[src/rtl/tdm_frame_receiver_if.sv]
// Word-in / frame-out bundle for the 8-slot TDM frame receiver.
// Latency: none (wires only).
// Backpressure: in_ready and frame_ready carry the two valid/ready handshakes.
interface tdm_frame_receiver_if #(
  parameter int WIDTH = 16
);
  logic               in_valid;
  logic               in_sof;
  logic [WIDTH-1:0]   in_data;
  logic               in_ready;
  logic               frame_valid;
  logic               frame_ready;
  logic [8*WIDTH-1:0] out_frame;
  logic [2:0]         slot_idx;
  logic               err_sof;

  // word source and frame consumer side
  modport master (
    output in_valid, in_sof, in_data, frame_ready,
    input  in_ready, frame_valid, out_frame, slot_idx, err_sof
  );

  // receiver side
  modport slave (
    input  in_valid, in_sof, in_data, frame_ready,
    output in_ready, frame_valid, out_frame, slot_idx, err_sof
  );
endinterface

[src/rtl/tdm_frame_receiver.sv]
// Demultiplexes SOF-tagged 16-bit slot words into an 8-slot 128-bit frame.
// Latency: frame_valid rises the cycle after slot 7 is accepted.
// Backpressure: in_ready drops while a completed frame waits for frame_ready.
// Optional: define TDM_SOF_RESYNC_EN to restart the frame on a mid-frame SOF
// instead of dropping it.
module tdm_frame_receiver #(
  parameter int WIDTH = 16
) (
  input logic                clk,
  input logic                rst_n,
  tdm_frame_receiver_if.slave bus
);

  localparam int SLOTS = 8;

  typedef enum logic [1:0] {
    IDLE    = 2'd0,
    COLLECT = 2'd1,
    HOLD    = 2'd2
  } state_t;

  state_t                 state;
  logic [SLOTS*WIDTH-1:0] frame_q;
  logic [2:0]             slot_idx_q;
  logic                   frame_valid_q;
  logic                   err_sof_q;
  logic                   in_ready;
  logic                   accept;

  // Ready is a pure decode of registered state, held low while in reset.
  assign in_ready = rst_n && (state != HOLD);
  assign accept   = bus.in_valid && in_ready;

  assign bus.in_ready    = in_ready;
  assign bus.frame_valid = frame_valid_q;
  assign bus.out_frame   = frame_q;
  assign bus.slot_idx    = slot_idx_q;
  assign bus.err_sof     = err_sof_q;

  // Frame FSM plus slot write; only the addressed slot register changes.
  always_ff @(posedge clk or negedge rst_n) begin
    if (!rst_n) begin
      state         <= IDLE;
      frame_q       <= '0;
      slot_idx_q    <= '0;
      frame_valid_q <= 1'b0;
      err_sof_q     <= 1'b0;
    end else begin
      err_sof_q <= 1'b0;
      case (state)
        IDLE: begin
          // words without SOF are stray data and are dropped quietly
          if (accept && bus.in_sof) begin
            frame_q[0 +: WIDTH] <= bus.in_data;
            slot_idx_q          <= 3'd1;
            state               <= COLLECT;
          end
        end
        COLLECT: begin
          if (accept) begin
            if (bus.in_sof) begin
              err_sof_q <= 1'b1;
`ifdef TDM_SOF_RESYNC_EN
              // treat the new SOF as the true frame start
              frame_q[0 +: WIDTH] <= bus.in_data;
              slot_idx_q          <= 3'd1;
`else
              // abandon the partial frame and wait for the next SOF
              slot_idx_q <= 3'd0;
              state      <= IDLE;
`endif
            end else begin
              for (int k = 1; k < SLOTS; k++) begin
                if (slot_idx_q == 3'(k)) begin
                  frame_q[k*WIDTH +: WIDTH] <= bus.in_data;
                end
              end
              if (slot_idx_q == 3'(SLOTS - 1)) begin
                slot_idx_q    <= 3'd0;
                frame_valid_q <= 1'b1;
                state         <= HOLD;
              end else begin
                slot_idx_q <= slot_idx_q + 3'd1;
              end
            end
          end
        end
        HOLD: begin
          if (bus.frame_ready) begin
            frame_valid_q <= 1'b0;
            state         <= IDLE;
          end
        end
        default: begin
          state         <= IDLE;
          slot_idx_q    <= 3'd0;
          frame_valid_q <= 1'b0;
        end
      endcase
    end
  end

endmodule
[src/flat_wrapper.sv]
// flat-port wrapper written by rule: the top's interface ports become plain ports
module tdm_frame_receiver_flat 
#(
  parameter int WIDTH = 16
)
  (clk, rst_n, bus_in_valid, bus_in_sof, bus_in_data, bus_frame_ready, bus_in_ready, bus_frame_valid, bus_out_frame, bus_slot_idx, bus_err_sof);
  tdm_frame_receiver_if #(.WIDTH(WIDTH)) bus_i ();
  input logic clk;
  input logic rst_n;
  input wire logic [$bits(bus_i.in_valid)-1:0] bus_in_valid;
  input wire logic [$bits(bus_i.in_sof)-1:0] bus_in_sof;
  input wire logic [$bits(bus_i.in_data)-1:0] bus_in_data;
  input wire logic [$bits(bus_i.frame_ready)-1:0] bus_frame_ready;
  output wire logic [$bits(bus_i.in_ready)-1:0] bus_in_ready;
  output wire logic [$bits(bus_i.frame_valid)-1:0] bus_frame_valid;
  output wire logic [$bits(bus_i.out_frame)-1:0] bus_out_frame;
  output wire logic [$bits(bus_i.slot_idx)-1:0] bus_slot_idx;
  output wire logic [$bits(bus_i.err_sof)-1:0] bus_err_sof;
  assign bus_i.in_valid = bus_in_valid;
  assign bus_i.in_sof = bus_in_sof;
  assign bus_i.in_data = bus_in_data;
  assign bus_i.frame_ready = bus_frame_ready;
  assign bus_in_ready = bus_i.in_ready;
  assign bus_frame_valid = bus_i.frame_valid;
  assign bus_out_frame = bus_i.out_frame;
  assign bus_slot_idx = bus_i.slot_idx;
  assign bus_err_sof = bus_i.err_sof;
  tdm_frame_receiver #(.WIDTH(WIDTH)) u_core (.clk(clk), .rst_n(rst_n), .bus(bus_i));
endmodule
[config.mk]
export PLATFORM = sky130hd
export DESIGN_NAME = tdm_frame_receiver_flat
export DESIGN_NICKNAME = d
export VERILOG_FILES = /design/src/rtl/tdm_frame_receiver_if.sv /design/src/rtl/tdm_frame_receiver.sv /design/src/flat_wrapper.sv
export SDC_FILE = /design/constraint.sdc
export NUM_CORES = 1
export LEC_CHECK = 0
export CAP_MARGIN = 20
export CORE_AREA = 2 2 129 131
export DETAILED_ROUTE_END_ITERATION = 8
export DIE_AREA = 0 0 131 133
export MAX_ROUTING_LAYER = met4
export SETUP_SLACK_MARGIN = 0.02
export SYNTH_ARGS = -nofsm -noshare
export SYNTH_HDL_FRONTEND = slang
export SYNTH_SLANG_ARGS = --single-unit
[constraint.sdc]
create_clock -name clk -period 2.5 [get_ports clk]
set_input_delay 0.25 -clock clk [delete_from_list [all_inputs] [get_ports clk]]
set_output_delay 0.25 -clock clk [all_outputs]
set_load 0.01 [all_outputs]
# After elaboration in Yosys (flattened, before gate mapping)
# Index checks and enable logic that the tools add are counted.
[word_totals]
ff_bits = 135
input_bits = 21
output_inout_bits = 134
word_cells = 66
[op_classes]
add_sub_neg = 1
n_eq_ne = 16
muxes = 19
bitwise = 3
reduce_logical = 15
[ops]
columns = ["cell", "count"]
rows = [
  ["4-bit AND reduction", 8],
  ["3-bit == test, second input constant", 4],
  ["3-bit 2-to-1 mux", 4],
  ["2-bit 2-to-1 mux", 5],
  ["3-bit case mux with 3 select lines", 1],
  ["1-bit 2-to-1 mux", 7],
  ["3-bit by 2-bit == test with 1-bit output, second input constant", 2],
  ["2-bit by 1-bit != test with 1-bit output, second input constant", 3],
  ["2-bit != test, second input constant", 3],
  ["2-bit case mux with 3 select lines", 1],
  ["5-bit AND reduction", 1],
  ["3-bit by 1-bit adder with 3-bit output, second input constant", 1],
  ["3-bit by 1-bit == test with 1-bit output, second input constant", 1],
  ["1-bit logical AND", 3],
  ["3-bit by 2-bit != test with 1-bit output, second input constant", 1],
  ["1-bit inverter", 3],
  ["1-bit case mux with 3 select lines", 1],
  ["3-bit AND reduction", 1],
  ["2-bit by 1-bit == test with 1-bit output, second input constant", 1],
  ["2-bit == test, second input constant", 1],
  ["2-bit zero test", 1],
  ["2-bit AND reduction", 1],
]

# Depth between registers and ports, before layout
# Gate-level depths: netlist of the first run.
[depth]
ltp_word = 6
mapped_depth = 7
mapped_depth_nobuf = 5

# Worst setup path after synthesis of the first run
# No wires, ideal clock.
[synth_path]
path_type = "reg2reg"
startpoint = "register u_core.slot_idx_q[0], in the netlist u_core.bus.slot_idx[0]"
endpoint = "register u_core.frame_q[115], in the netlist u_core.bus.out_frame[115]"
setup_time_ns = 0.125
arrival_ns = 1.583
t_required_ns = 2.375
slack_ns = 0.792
stages_incl_launch_ff = 7
path_buffers = 2
synth_period_minus_slack_ns = 1.708
path_cell_list = "dfrtp_1 > ha_1 > ha_1 > and3_4 > buf_6 > buf_6 > mux2_4"
[synth_via]
elab_chain_cells = 2
[synth_lines]
columns = ["element", "line_no", "rtl"]
rows = [
  ["start: declaration", "tdm_frame_receiver.sv:24", "logic [2:0] slot_idx_q;"],
  ["start signal: assignment", "tdm_frame_receiver.sv:83", "slot_idx_q <= slot_idx_q + 3'd1;"],
  ["3-bit == test", "tdm_frame_receiver.sv:74", "if (slot_idx_q == 3'(k)) begin"],
  ["4-bit AND reduction (no line)", "n/a", ""],
  ["end signal: indexed assignment", "tdm_frame_receiver.sv:54", "frame_q[0 +: WIDTH] <= bus.in_data;"],
  ["end signal: indexed assignment", "tdm_frame_receiver.sv:75", "frame_q[k*WIDTH +: WIDTH] <= bus.in_data;"],
  ["end: declaration", "tdm_frame_receiver.sv:23", "logic [SLOTS*WIDTH-1:0] frame_q;"],
]
# Every way passes these cells.
# A chain may end at the register's enable or synchronous reset.

# Final worst setup path of the first run
[layout_path]
startpoint = "input rst_n"
endpoint = "register u_core.frame_q[65], in the netlist u_core.bus.out_frame[65]"
[layout_via]
elab_chain_cells = 3
[layout_lines]
columns = ["element", "line_no", "rtl"]
rows = [
  ["start: declaration", "flat_wrapper.sv:9", "input logic rst_n;"],
  ["1-bit logical AND", "tdm_frame_receiver.sv:31", "assign in_ready = rst_n && (state != HOLD);"],
  ["1-bit logical AND", "tdm_frame_receiver.sv:32", "assign accept = bus.in_valid && in_ready;"],
  ["4-bit AND reduction (no line)", "n/a", ""],
]
# Every way passes these cells.

==> summary.txt, run 1 <==
Outcome
  • Status: finished clean

Timing
  • Minimum clock period: 2.06 ns
  • Skew final: 0.0112 ns
  • Setup WS post-layout: 0.440 ns
  • Relative slew slack: 51.8%
  • Setup TNS: 0 ns
  • Worst Tran Pin Value: 0.723 ns
  • Final setup fails: 0
  • RSZ-0062 raised after global routing: false
  • Final Slew Violations: 0
  • Final Hold Vio Count: 0
  • Tcrit/Tclk final: 82.4%
  • Max Clk Rate: 485 MHz

Pwr
  • Worst VDD drop: 0.000454 V
  • Leak: 3.63 nW
  • Flop pwr share: 41.1%
  • Clock power frac: 35.3%
  • Sw Ratio: 25.4%
  • Combinational power share: 23.6%
  • Pwr per Cell Area: 878 nW/um^2
  • Pint: 0.00513 W
  • Psw: 0.00175 W

Floorplanning
  • Die X: 131 um
  • # rows: 47
  • Die area: 17400 sq um
  • Boundary pin count: 155
  • Core Area: 16200 sq um
  • Initial Util: 34.2%
  • Die H: 133 um

Finish
  • Area Overhead vs Synth: 41.7%
  • Nets: 513
  • N_diodes: 0
  • Layout cells sized above 1: 34.3%

Logic synthesis
  • Distinct cells, synth: 27
  • Register bit count reported by yosys: 135
  • Fraction of registers with async set or reset after synthesis: 100%
  • Post-synth EDFFs: 0
  • Syn Inst Count: 323
  • Syn_nets: 350
  • Top_reg_cell synth: dfrtp_1
  • Sequential area share after synthesis: 61.1%
  • Ys Warns: 0
  • Netlist Area Pre-Place: 5530 sq um
  • Post-synth top area share: 61.1%
  • Post-synthesis average cell area: 17.1 sq um
  • Synth area leader: dfrtp_1
  • Top post-synthesis cells by area: dfrtp_1 (61%), mux2_2 (16%), mux2_4 (13%)

Worst setup path
  • CP Launch Type: input port
  • Flop2flop setup slack: 0.50 ns
  • WP data arrival: 2.35 ns
  • Critical path type: input port to register
  • CP Max Fanout: 16
  • Worst Path Required: 2.79 ns
  • CP max stage cell: and4_4
  • Worst Path Buf+Inv: 2
  • CP endpoint kind: register
  • Slowest Stage Delay on Critical Path: 0.56 ns
  • Cell Chain, Critical Path: dlygate4sd3_1 > buf_6 > and3b_1 > and4_4 > mux2_2
  • Kind of cell adding the most delay to the critical path: simple AND/OR/NAND/NOR gates

Detailed routing
  • Via/cell ratio: 4.62
  • WL/cell: 19.0 um
  • DRC viols: 0
  • Drt initial violations: 140
  • Final wirelength: 13700 um
  • Drt first pass iters: 4
  • Via Count: 3320
  • Detail Route Antenna Nets: 0

GRT
  • Largest net degree at the start of global routing: 131
  • Gr busiest metal: met2
  • Vias in the first global route: 3460
  • Met3 Use GR: 5.01%
  • First-pass GRT wire length: 21300 um
  • Met1 usage: 23.6%
  • Grt total ovfl: 0
  • Gr usage total: 17.0%
  • Met2 global-route usage: 24.2%
  • Initial antenna violation count: 0

Clock tree
  • CTS Root Cell: clkbuf_16
  • Setup Buffers After CTS: 0
  • CTS Sinks: 135
  • Clock buffer count from CTS: 17
  • Clock latency on the worst-skew pair: 0.41 ns
  • CTS resizes: 0
  • H-tree levels: 4
  • CTS tree: done
  • Reg clk slew, reported paths: 0.06 ns
  • Clock Path Buffers: 2

Min path
  • Worst hold path type: input port to asynchronous set/reset pin

Placed design
  • Post-DP HPWL: 9130 um
  • GP Congestion: 0.750
  • DP Worst Slack: 0.204 ns
  • IO buf count: 154

Flow run
  • Maxcap violations: 0
[registers in the layout (all words and copies together), names as in the netlist]
signal	flops
u_core.bus.err_sof	1
u_core.state	2
u_core.bus.frame_valid	1
u_core.bus.out_frame	128
u_core.bus.slot_idx	3
[cells in the final DEF (no fill, tap or decap), types with 4 or more instances in the layout]
cell and instances:
clkdlybuf4s50_1 153, dfrtp_1 135, mux2_2 80, mux2_4 48, clkbuf_16 17, ha_1 6
inv_1 4, o31ai_1 4, clkinv_2 4, clkbuf_1 4, buf_12 4
[per-stage QoR]
| stage | util, % | hold WS (ns) | power, W | cell area (sq um) | cells |
|---|---|---|---|---|---|
| after global routing | 48.5 | 0.225 | 0.00723 | 7840 | 719 |
| after global placement | 44.8 | 0.0745 | 0.00447 | 7250 | 686 |
| after floorplan | - | -0.0456 | 0.00347 | 5530 | 323 |
| after detailed placement | 44.8 | 0.0728 | 0.00450 | 7250 | 686 |
| final | 48.5 | 0.222 | 0.00688 | 7840 | 719 |
| after CTS | 48.5 | 0.218 | 0.00698 | 7840 | 719 |
[worst paths after layout]
kind | start | endpoint | depth (start not counted)
max | rst_n | u_core.bus.out_frame[65] | 5
min | rst_n | u_core.state[0] | 2
max reg2reg | u_core.state[1] | u_core.bus.out_frame[65] | 3
min reg2reg | u_core.bus.frame_valid | u_core.bus.frame_valid | 1
max in group asynchronous | rst_n | u_core.bus.out_frame[67] | 3
min in group clk | bus_frame_ready | u_core.state[1] | 2
[synthesized netlist by cell type (all sizes together), types with 2 or more instances]
library cell and instances:
and3 4, buf 16, and4 2, a21oi 3, o21ai 3, nor2 2, nor2b 3, ha 6
mux2 128, nand2 3, dfrtp 135, nand4 4, inv 4, o31ai 4
[area by class of cell]
| cell class | instances | area (sq um) |
|---|---|---|
| Tap cell | 220 | 275 |
| Inverter | 4 | 15.0 |
| Sequential cell | 135 | 3380 |
| Clock inverter | 8 | 96.3 |
| Fill cell | 1385 | 8330 |
| Timing Repair Buffer | 160 | 1640 |
| Multi-Input combinational cell | 168 | 1950 |
| Clock buffer | 24 | 482 |
[logic make-up after synthesis]
| logic type | Yosys count | share of synthesized area (%) |
|---|---|---|
| AO/OA/AOI/OAI | 12 | 1.36 |
| adder cells (fa/ha/maj) | 6 | 1.36 |
| buffers and inverters | 20 | 3.69 |
| flip-flops | 135 | 61.1 |
| multiplexers | 128 | 29.3 |
| AND/OR/NAND/NOR | 22 | 3.23 |
[power groups by stage]
stage	sequential [W]	combinational, W	clock, W
final	0.00283	0.00162	0.00243
after global routing	0.00288	0.00174	0.00261
after CTS	0.00283	0.00165	0.00250
after detailed placement	0.00286	0.00164	0
after global placement	0.00286	0.00161	0
after floorplan	0.00298	0.000490	0
[per-layer routing]
layer  part of all wire (%)  wire (um)
met5                      0          0
met4                   0.98        134
met3                    6.6        901
met2                     46       6280
met1                     46       6350
[repair_timing]
item	4_1_cts	5_1_grt
endpoints found under the setup margin	0	0
hold buffers	1	0
hold endpoints to repair	5	0
Power figures use the tool's default switching activity.
==> inputs of run 2 (changes only) <==
==> constraint.sdc (replaced) <==
create_clock -name clk -period 1.7 [get_ports clk]
set_input_delay 0.17 -clock clk [delete_from_list [all_inputs] [get_ports clk]]
set_output_delay 0.17 -clock clk [all_outputs]
set_load 0.01 [all_outputs]
==> run 2 against run 1 <==
Effect of this change: first-iteration DRC count shrank 27%; critical endpoint is now u_core.bus.out_frame[91]; highest routed layer unchanged; die area is the same; clock-buffer cell count shrank 4; combinational power grew 54%; clock skew shrank 0.0057 ns; clock power grew 61%; non-clock buffer count grew 28; register-to-register slack lost 0.43 ns; wire length grew 0.30%; hold slack gained 0.094 ns; largest cell class unchanged; cell area grew 5.3%; setup slack lost 0.38 ns.
==> summary.txt, run 2 (synthesis gave the netlist of run 1 again) <==
Outcome
  • Status: finished clean

Timing
  • Final Slew Violations: 0 (unchanged)
  • Tcrit/Tclk final: 96.7%
  • Setup TNS: 0 ns (unchanged)
  • Setup WS post-layout: 0.0553 ns (-0.385 ns)
  • Final setup fails: 0 (unchanged)
  • Max Clk Rate: 608 MHz
  • Minimum clock period: 1.64 ns
  • Skew final: 0.00552 ns (-0.00571 ns)
  • RSZ-0062 raised after global routing: true
  • Relative slew slack: 56.5% (+4.7 points)
  • Worst Tran Pin Value: 0.652 ns (-0.0710 ns)
  • Fin Hold WS: 0.317 ns (+0.0944 ns)
  • Final Hold Vio Count: 0 (unchanged)

Detailed routing
  • DRC viols: 0 (unchanged)
  • Drt initial violations: 102 (-27%)
  • Drt first pass iters: 4 (unchanged)
  • Detail Route Antenna Nets: 0 (unchanged)
  • Via Count: 3427 (+3.2%)
  • WL/cell: 18.4 um (-3.3%)
  • Via/cell ratio: 4.59 (-0.51%)
  • Final wirelength: 13700 um (+0.30%)

Worst setup path
  • CP max stage cell: dlygate4sd3_1
  • Worst Path Buf+Inv: 4 (+2)
  • R2R depth: 5 (+2)
  • CP endpoint kind: register
  • Kind of cell adding the most delay to the critical path: buffers and inverters
  • Flop2flop setup slack: 0.07 ns (-0.43 ns)
  • Critical path type: input port to register
  • Worst Path Required: 1.99 ns (-0.80 ns)
  • R2r startpoint: u_core.state[1]
  • Crit. path cell count: 7 (+2)
  • Cell Chain, Critical Path: dlygate4sd3_1 > buf_6 > and3b_1 > buf_4 > nand4_2 > buf_4 > mux2_2
  • CP Launch Type: input port
  • Slowest Stage Delay on Critical Path: 0.55 ns (about the same)
  • WP data arrival: 1.94 ns (-0.41 ns)
  • Most frequent CP cell: buf_4
  • Crit path from: rst_n
  • CP Max Fanout: 10 (-6)

Clock tree
  • CTS Root Cell: clkbuf_16
  • Reg clk slew, reported paths: 0.06 ns (about the same)
  • Clock buffer count from CTS: 17 (unchanged)
  • CTS tree: done
  • H-tree levels: 4 (unchanged)
  • CTS Sinks: 135 (unchanged)
  • Clock latency on the worst-skew pair: 0.41 ns (about the same)
  • Clock Path Buffers: 2 (unchanged)

Floorplanning
  • Boundary pin count: 155 (unchanged)
  • Die H: 133 um (unchanged)
  • Initial Util: 34.2% (unchanged)
  • Die X: 131 um (unchanged)
  • Core Area: 16200 sq um (unchanged)
  • # rows: 47 (unchanged)
  • Die area: 17400 sq um (unchanged)

Placed design
  • GP Congestion: 0.781 (+4.3%)
  • IO buf count: 154 (unchanged)
  • Post-DP HPWL: 9620 um (+5.3%)
  • DP Worst Slack: -0.178 ns (-0.382 ns)
  • Instance area after placement: 7570 sq um (+4.4%)

Flow run
  • Maxcap violations: 0 (unchanged)

GRT
  • Gr usage total: 16.7% (-0.28 points)
  • First-pass GRT wire length: 21000 um (-1.2%)
  • Initial antenna violation count: 0 (unchanged)
  • Vias in the first global route: 3642 (+5.3%)
  • Largest net degree at the start of global routing: 125 (-4.6%)
  • Grt total ovfl: 0 (unchanged)

Finish
  • Commonest non-fill, non-tap cell in the layout: clkdlybuf4s50_1
  • N_diodes: 0 (unchanged)
  • Nets: 541 (+5.5%)
  • Max reg flops: 128 (unchanged)
  • Area Overhead vs Synth: 49.1%
  • Final Cell Area: 8250 sq um (+5.3%)
  • Commonest non-fill, non-tap cells in the layout: clkdlybuf4s50_1 (152), dfrtp_1 (133), mux2_2 (80)
  • Layout cells sized above 1: 39.4% (+5.1 points)

Pwr
  • Clock power frac: 37.3% (+2.0 points)
  • Leak: 3.83 nW (+5.6%)
  • Psw: 0.00261 W (+49%)
  • Pint: 0.00792 W (+54%)
  • Combinational power share: 23.7% (about the same)
  • Worst VDD drop: 0.000679 V (+50%)
  • Pwr per Cell Area: 1280 nW/um^2 (+45%)
  • Flop pwr share: 39.0% (-2.1 points)
  • Sw Ratio: 24.8% (-0.67 points)

Min path
  • Worst hold path type: input port to asynchronous set/reset pin
-- run 2: cell count changes in the layout (fill, tap and decap cells not counted), sizes merged --
cell / previous run / this run
bufinv: 2 / 4
buf: 6 / 35
clkinv: 5 / 6
clkdlybuf4s50: 153 / 152
clkbuf: 24 / 20
-- run 2: worst min-delay path, cell delays in order --
cell and delay (ns):
dlygate4sd3_1 0.55, buf_6 0.14, buf_4 0.23
-- run 2: final cells by class --
class	instances	area (sq um)
Multi-Input combinational cell	168	1970
Clock buffer	20	467
Timing Repair Buffer	188	1970
Inverter	4	15.0
Fill cell	1350	7920
Sequential cell	135	3380
Tap cell	220	275
Clock inverter	11	173
-- run 2: power by group through the flow --
stage                     Clock (W)  Combinational (W)  Sequential, W
after global routing        0.00420            0.00268        0.00418
after global placement            0            0.00244        0.00413
after detailed placement          0            0.00248        0.00416
after floorplan                   0           0.000721        0.00439
after CTS                   0.00403            0.00249        0.00411
final                       0.00392            0.00250        0.00411
-- run 2: final timing paths --
path	endpoint
hold reg to reg	u_core.bus.frame_valid
hold / removal	u_core.bus.err_sof
min in group clk	u_core.state[1]
setup reg to reg	u_core.bus.out_frame[91]
setup / recovery	u_core.bus.out_frame[91]
max in group asynchronous	u_core.bus.out_frame[115]
-- run 2: layer usage --
metal / up-vias / part of all wire (%) / global-route usage, %
met5: - / 0 / -
met4: 0 / 1.6 / 6.03
met3: 19 / 6.5 / 4.73
met2: 129 / 46 / 24.1
met1: 1735 / 46 / 22.6
li1: 1544 / - / -
-- run 2: through the flow --
stage	util [%]	power, W	cells
2_1_floorplan	-	0.00511	323
3_3_place_gp	46.8	0.00658	711
3_5_place_dp	46.8	0.00664	711
4_1_cts	50.8	0.0106	744
5_1_grt	51.0	0.0111	746
6_report	51.0	0.0105	746
-- run 2: what timing repair did --
action | in CTS | in global routing
gates resized for setup | 4 | 3
hold buffers | 1 | 0
pin swaps | 0 | 1
hold endpoints to repair | 135 | 0
setup buffers | 1 | 2
endpoints found under the setup margin | 2 | 18
==> inputs of run 3 (changes only) <==
--- a/config.mk
+++ b/config.mk
@@ -10,7 +10,8 @@
 export DETAILED_ROUTE_END_ITERATION = 8
 export DIE_AREA = 0 0 131 133
 export MAX_ROUTING_LAYER = met4
-export SETUP_SLACK_MARGIN = 0.02
+export SETUP_SLACK_MARGIN = 0.1
 export SYNTH_ARGS = -nofsm -noshare
 export SYNTH_HDL_FRONTEND = slang
 export SYNTH_SLANG_ARGS = --single-unit
+export TNS_END_PERCENT = 100
==> run 3 against run 2 <==
Effect of this change: global-route usage is 0.85 points higher; clock power decreased by 2%; sequential share of layout area decreased by 0.36 points; clock skew rose by 0.0031 ns; register-to-register slack about the same; cell area rose by 0.89%; sequential power about the same; setup slack barely moved; fmax hardly changed; hold slack lost 0.25 ns; die area stayed put; first-iteration DRC count increased by 39%; largest power group unchanged.
==> summary.txt, run 3 (synthesis gave the netlist of run 1 again) <==
Clock tree
  • CTS Sinks: 135 (unchanged)
  • CTS Root Cell: clkbuf_16
  • CTS tree: done
  • Clock buffer count from CTS: 17 (unchanged)
  • Clock latency on the worst-skew pair: 0.41 ns (about the same)
  • H-tree levels: 4 (unchanged)
  • Clock Path Buffers: 2 (unchanged)
  • Reg clk slew, reported paths: 0.06 ns (about the same)

Flow run
  • Maxcap violations: 0 (unchanged)

Timing
  • Tcrit/Tclk final: 96.7% (about the same)
  • RSZ-0062 raised after global routing: true
  • Skew final: 0.00867 ns (+0.00315 ns)
  • Worst Tran Pin Value: 0.679 ns (+0.0270 ns)
  • Final Slew Violations: 0 (unchanged)
  • Final setup fails: 0 (unchanged)
  • Relative slew slack: 54.7% (-1.8 points)
  • Minimum clock period: 1.64 ns (-0.000344 ns)
  • Max Clk Rate: 608 MHz (about the same)
  • Final Hold Vio Count: 0 (unchanged)
  • Fin Hold WS: 0.0696 ns (-0.247 ns)

GRT
  • Grt total ovfl: 0 (unchanged)
  • First-pass GRT wire length: 22000 um (+4.5%)
  • Initial antenna violation count: 0 (unchanged)
  • Vias in the first global route: 3678 (+0.99%)
  • Gr usage total: 17.6% (+0.85 points)
  • Largest net degree at the start of global routing: 131 (+4.8%)

Worst setup path
  • CP endpoint kind: register
  • Worst Path Required: 1.99 ns (about the same)
  • Critical path type: register to register
  • WP data arrival: 1.94 ns (about the same)
  • CP max stage cell: dfrtp_1
  • Kind of cell adding the most delay to the critical path: simple AND/OR/NAND/NOR gates
  • Worst Path Buf+Inv: 2 (-2)
  • Slowest Stage Delay on Critical Path: 0.40 ns (-0.15 ns)
  • CP Max Fanout: 10 (unchanged)
  • CP Launch Type: register
  • Cell Chain, Critical Path: and3b_2 > buf_4 > and3_4 > buf_12 > mux2_4

Outcome
  • Status: finished clean

Floorplanning
  • Core Area: 16200 sq um (unchanged)
  • Die area: 17400 sq um (unchanged)
  • Die H: 133 um (unchanged)
  • Die X: 131 um (unchanged)
  • Initial Util: 34.2% (unchanged)
  • # rows: 47 (unchanged)
  • Boundary pin count: 155 (unchanged)

Detailed routing
  • DRC viols: 0 (unchanged)
  • Detail Route Antenna Nets: 0 (unchanged)
  • Final wirelength: 14200 um (+3.3%)
  • Via Count: 3436 (+0.26%)
  • WL/cell: 19.0 um (+3.5%)
  • Drt first pass iters: 4 (unchanged)
  • Via/cell ratio: 4.61 (+0.40%)
  • Drt initial violations: 142 (+39%)

Finish
  • Max reg flops: 128 (unchanged)
  • Non-filler cells, final: 745 (-0.13%)
  • Commonest non-fill, non-tap cells in the layout: clkdlybuf4s50_1 (149), dfrtp_1 (133), mux2_4 (65)
  • Area Overhead vs Synth: 50.4%
  • Final Cell Area: 8320 sq um (+0.89%)
  • Nets: 540 (-0.18%)
  • N_diodes: 0 (unchanged)
  • Fill cells: 1352 (+0.15%)
  • Layout cells sized above 1: 39.4% (+0.075 points)
  • Commonest non-fill, non-tap cell in the layout: clkdlybuf4s50_1

Pwr
  • Pwr per Cell Area: 1260 nW/um^2 (-0.97%)
  • Worst VDD drop: 0.000718 V (+5.6%)
  • Leak: 3.85 nW (+0.48%)

Placed design
  • IO buf count: 154 (unchanged)
  • Placed insts: 706 (-0.70%)
  • GP Congestion: 0.735 (-5.9%)
  • Instance area after placement: 7530 sq um (-0.48%)
  • Post-DP HPWL: 9620 um (about the same)

Min path
  • Worst hold path type: input port to register
==> run 3: worst reg2reg max path: cells and delay by family, from the launching register on <==
family | cells | cell delay (ns)
buf+inv | 2 | 0.32
flops | 1 | 0.40
mux | 1 | 0.32
simple gates | 2 | 0.50
==> run 3: stage by stage <==
stage | setup TNS [ns] | worst slack (ns) | util [%] | power [W]
CTS | 0 | 0.0714 | 50.9 | 0.0106
floorplan | 0 | 0.0568 | - | 0.00511
global route | 0 | 0.00130 | 51.5 | 0.0110
global placement | -18.59 | -0.185 | 46.6 | 0.00660
detailed placement | -20.33 | -0.219 | 46.6 | 0.00665
finish | 0 | 0.0556 | 51.5 | 0.0105
==> run 3: layout make-up <==
class,instances,area [sq um],share of cell area [%]
timing repair buffer,187,1990,23.9
multi-input combinational,168,2050,24.6
clock inverter,12,176,2.12
tap,220,275,3.31
clock buffer,19,443,5.32
inverter,4,15.0,0.180
sequential,135,3380,40.6
==> run 3: worst paths after layout <==
kind / end / slack (ns) / cells after the start / startpoint
setup reg to reg: u_core.bus.out_frame[60] / 0.06 / 5 / u_core.state[1]
hold reg to reg: u_core.bus.frame_valid / 0.50 / 1 / u_core.bus.frame_valid
min in group asynchronous: u_core.bus.slot_idx[1] / 0.31 / 2 / rst_n
hold / removal: u_core.state[0] / 0.07 / 3 / rst_n
max in group asynchronous: u_core.bus.out_frame[38] / 0.35 / 3 / rst_n
setup / recovery: u_core.bus.out_frame[60] / 0.06 / 5 / u_core.state[1]
==> run 3: routing by layer <==
metal | part of all wire (%) | wire (um) | global-route usage (%) | up-vias
met2 | 45 | 6420 | 25.3 | 119
met4 | 1.4 | 192 | 5.56 | 0
met1 | 48 | 6770 | 24.3 | 1760
li1 | - | - | - | 1541
met5 | 0 | 0 | - | -
met3 | 5.5 | 776 | 4.65 | 16
==> run 3: timing repair <==
action / 4_1_cts / 5_1_grt
buffers inserted: 5 / 0
hold buffers: 1 / 0
setup endpoints to repair: 76 / 131
cloned: 1 / 1
gates resized for setup: 17 / 16
endpoints found under the hold margin: 40 / 0
pin swaps: 1 / 1
==> run 3: where the power goes <==
group	internal, W	switching (W)
clock network	0.00248	0.00138
registers	0.00378	0.000350
logic	0.00160	0.000935
total	0.00786	0.00266
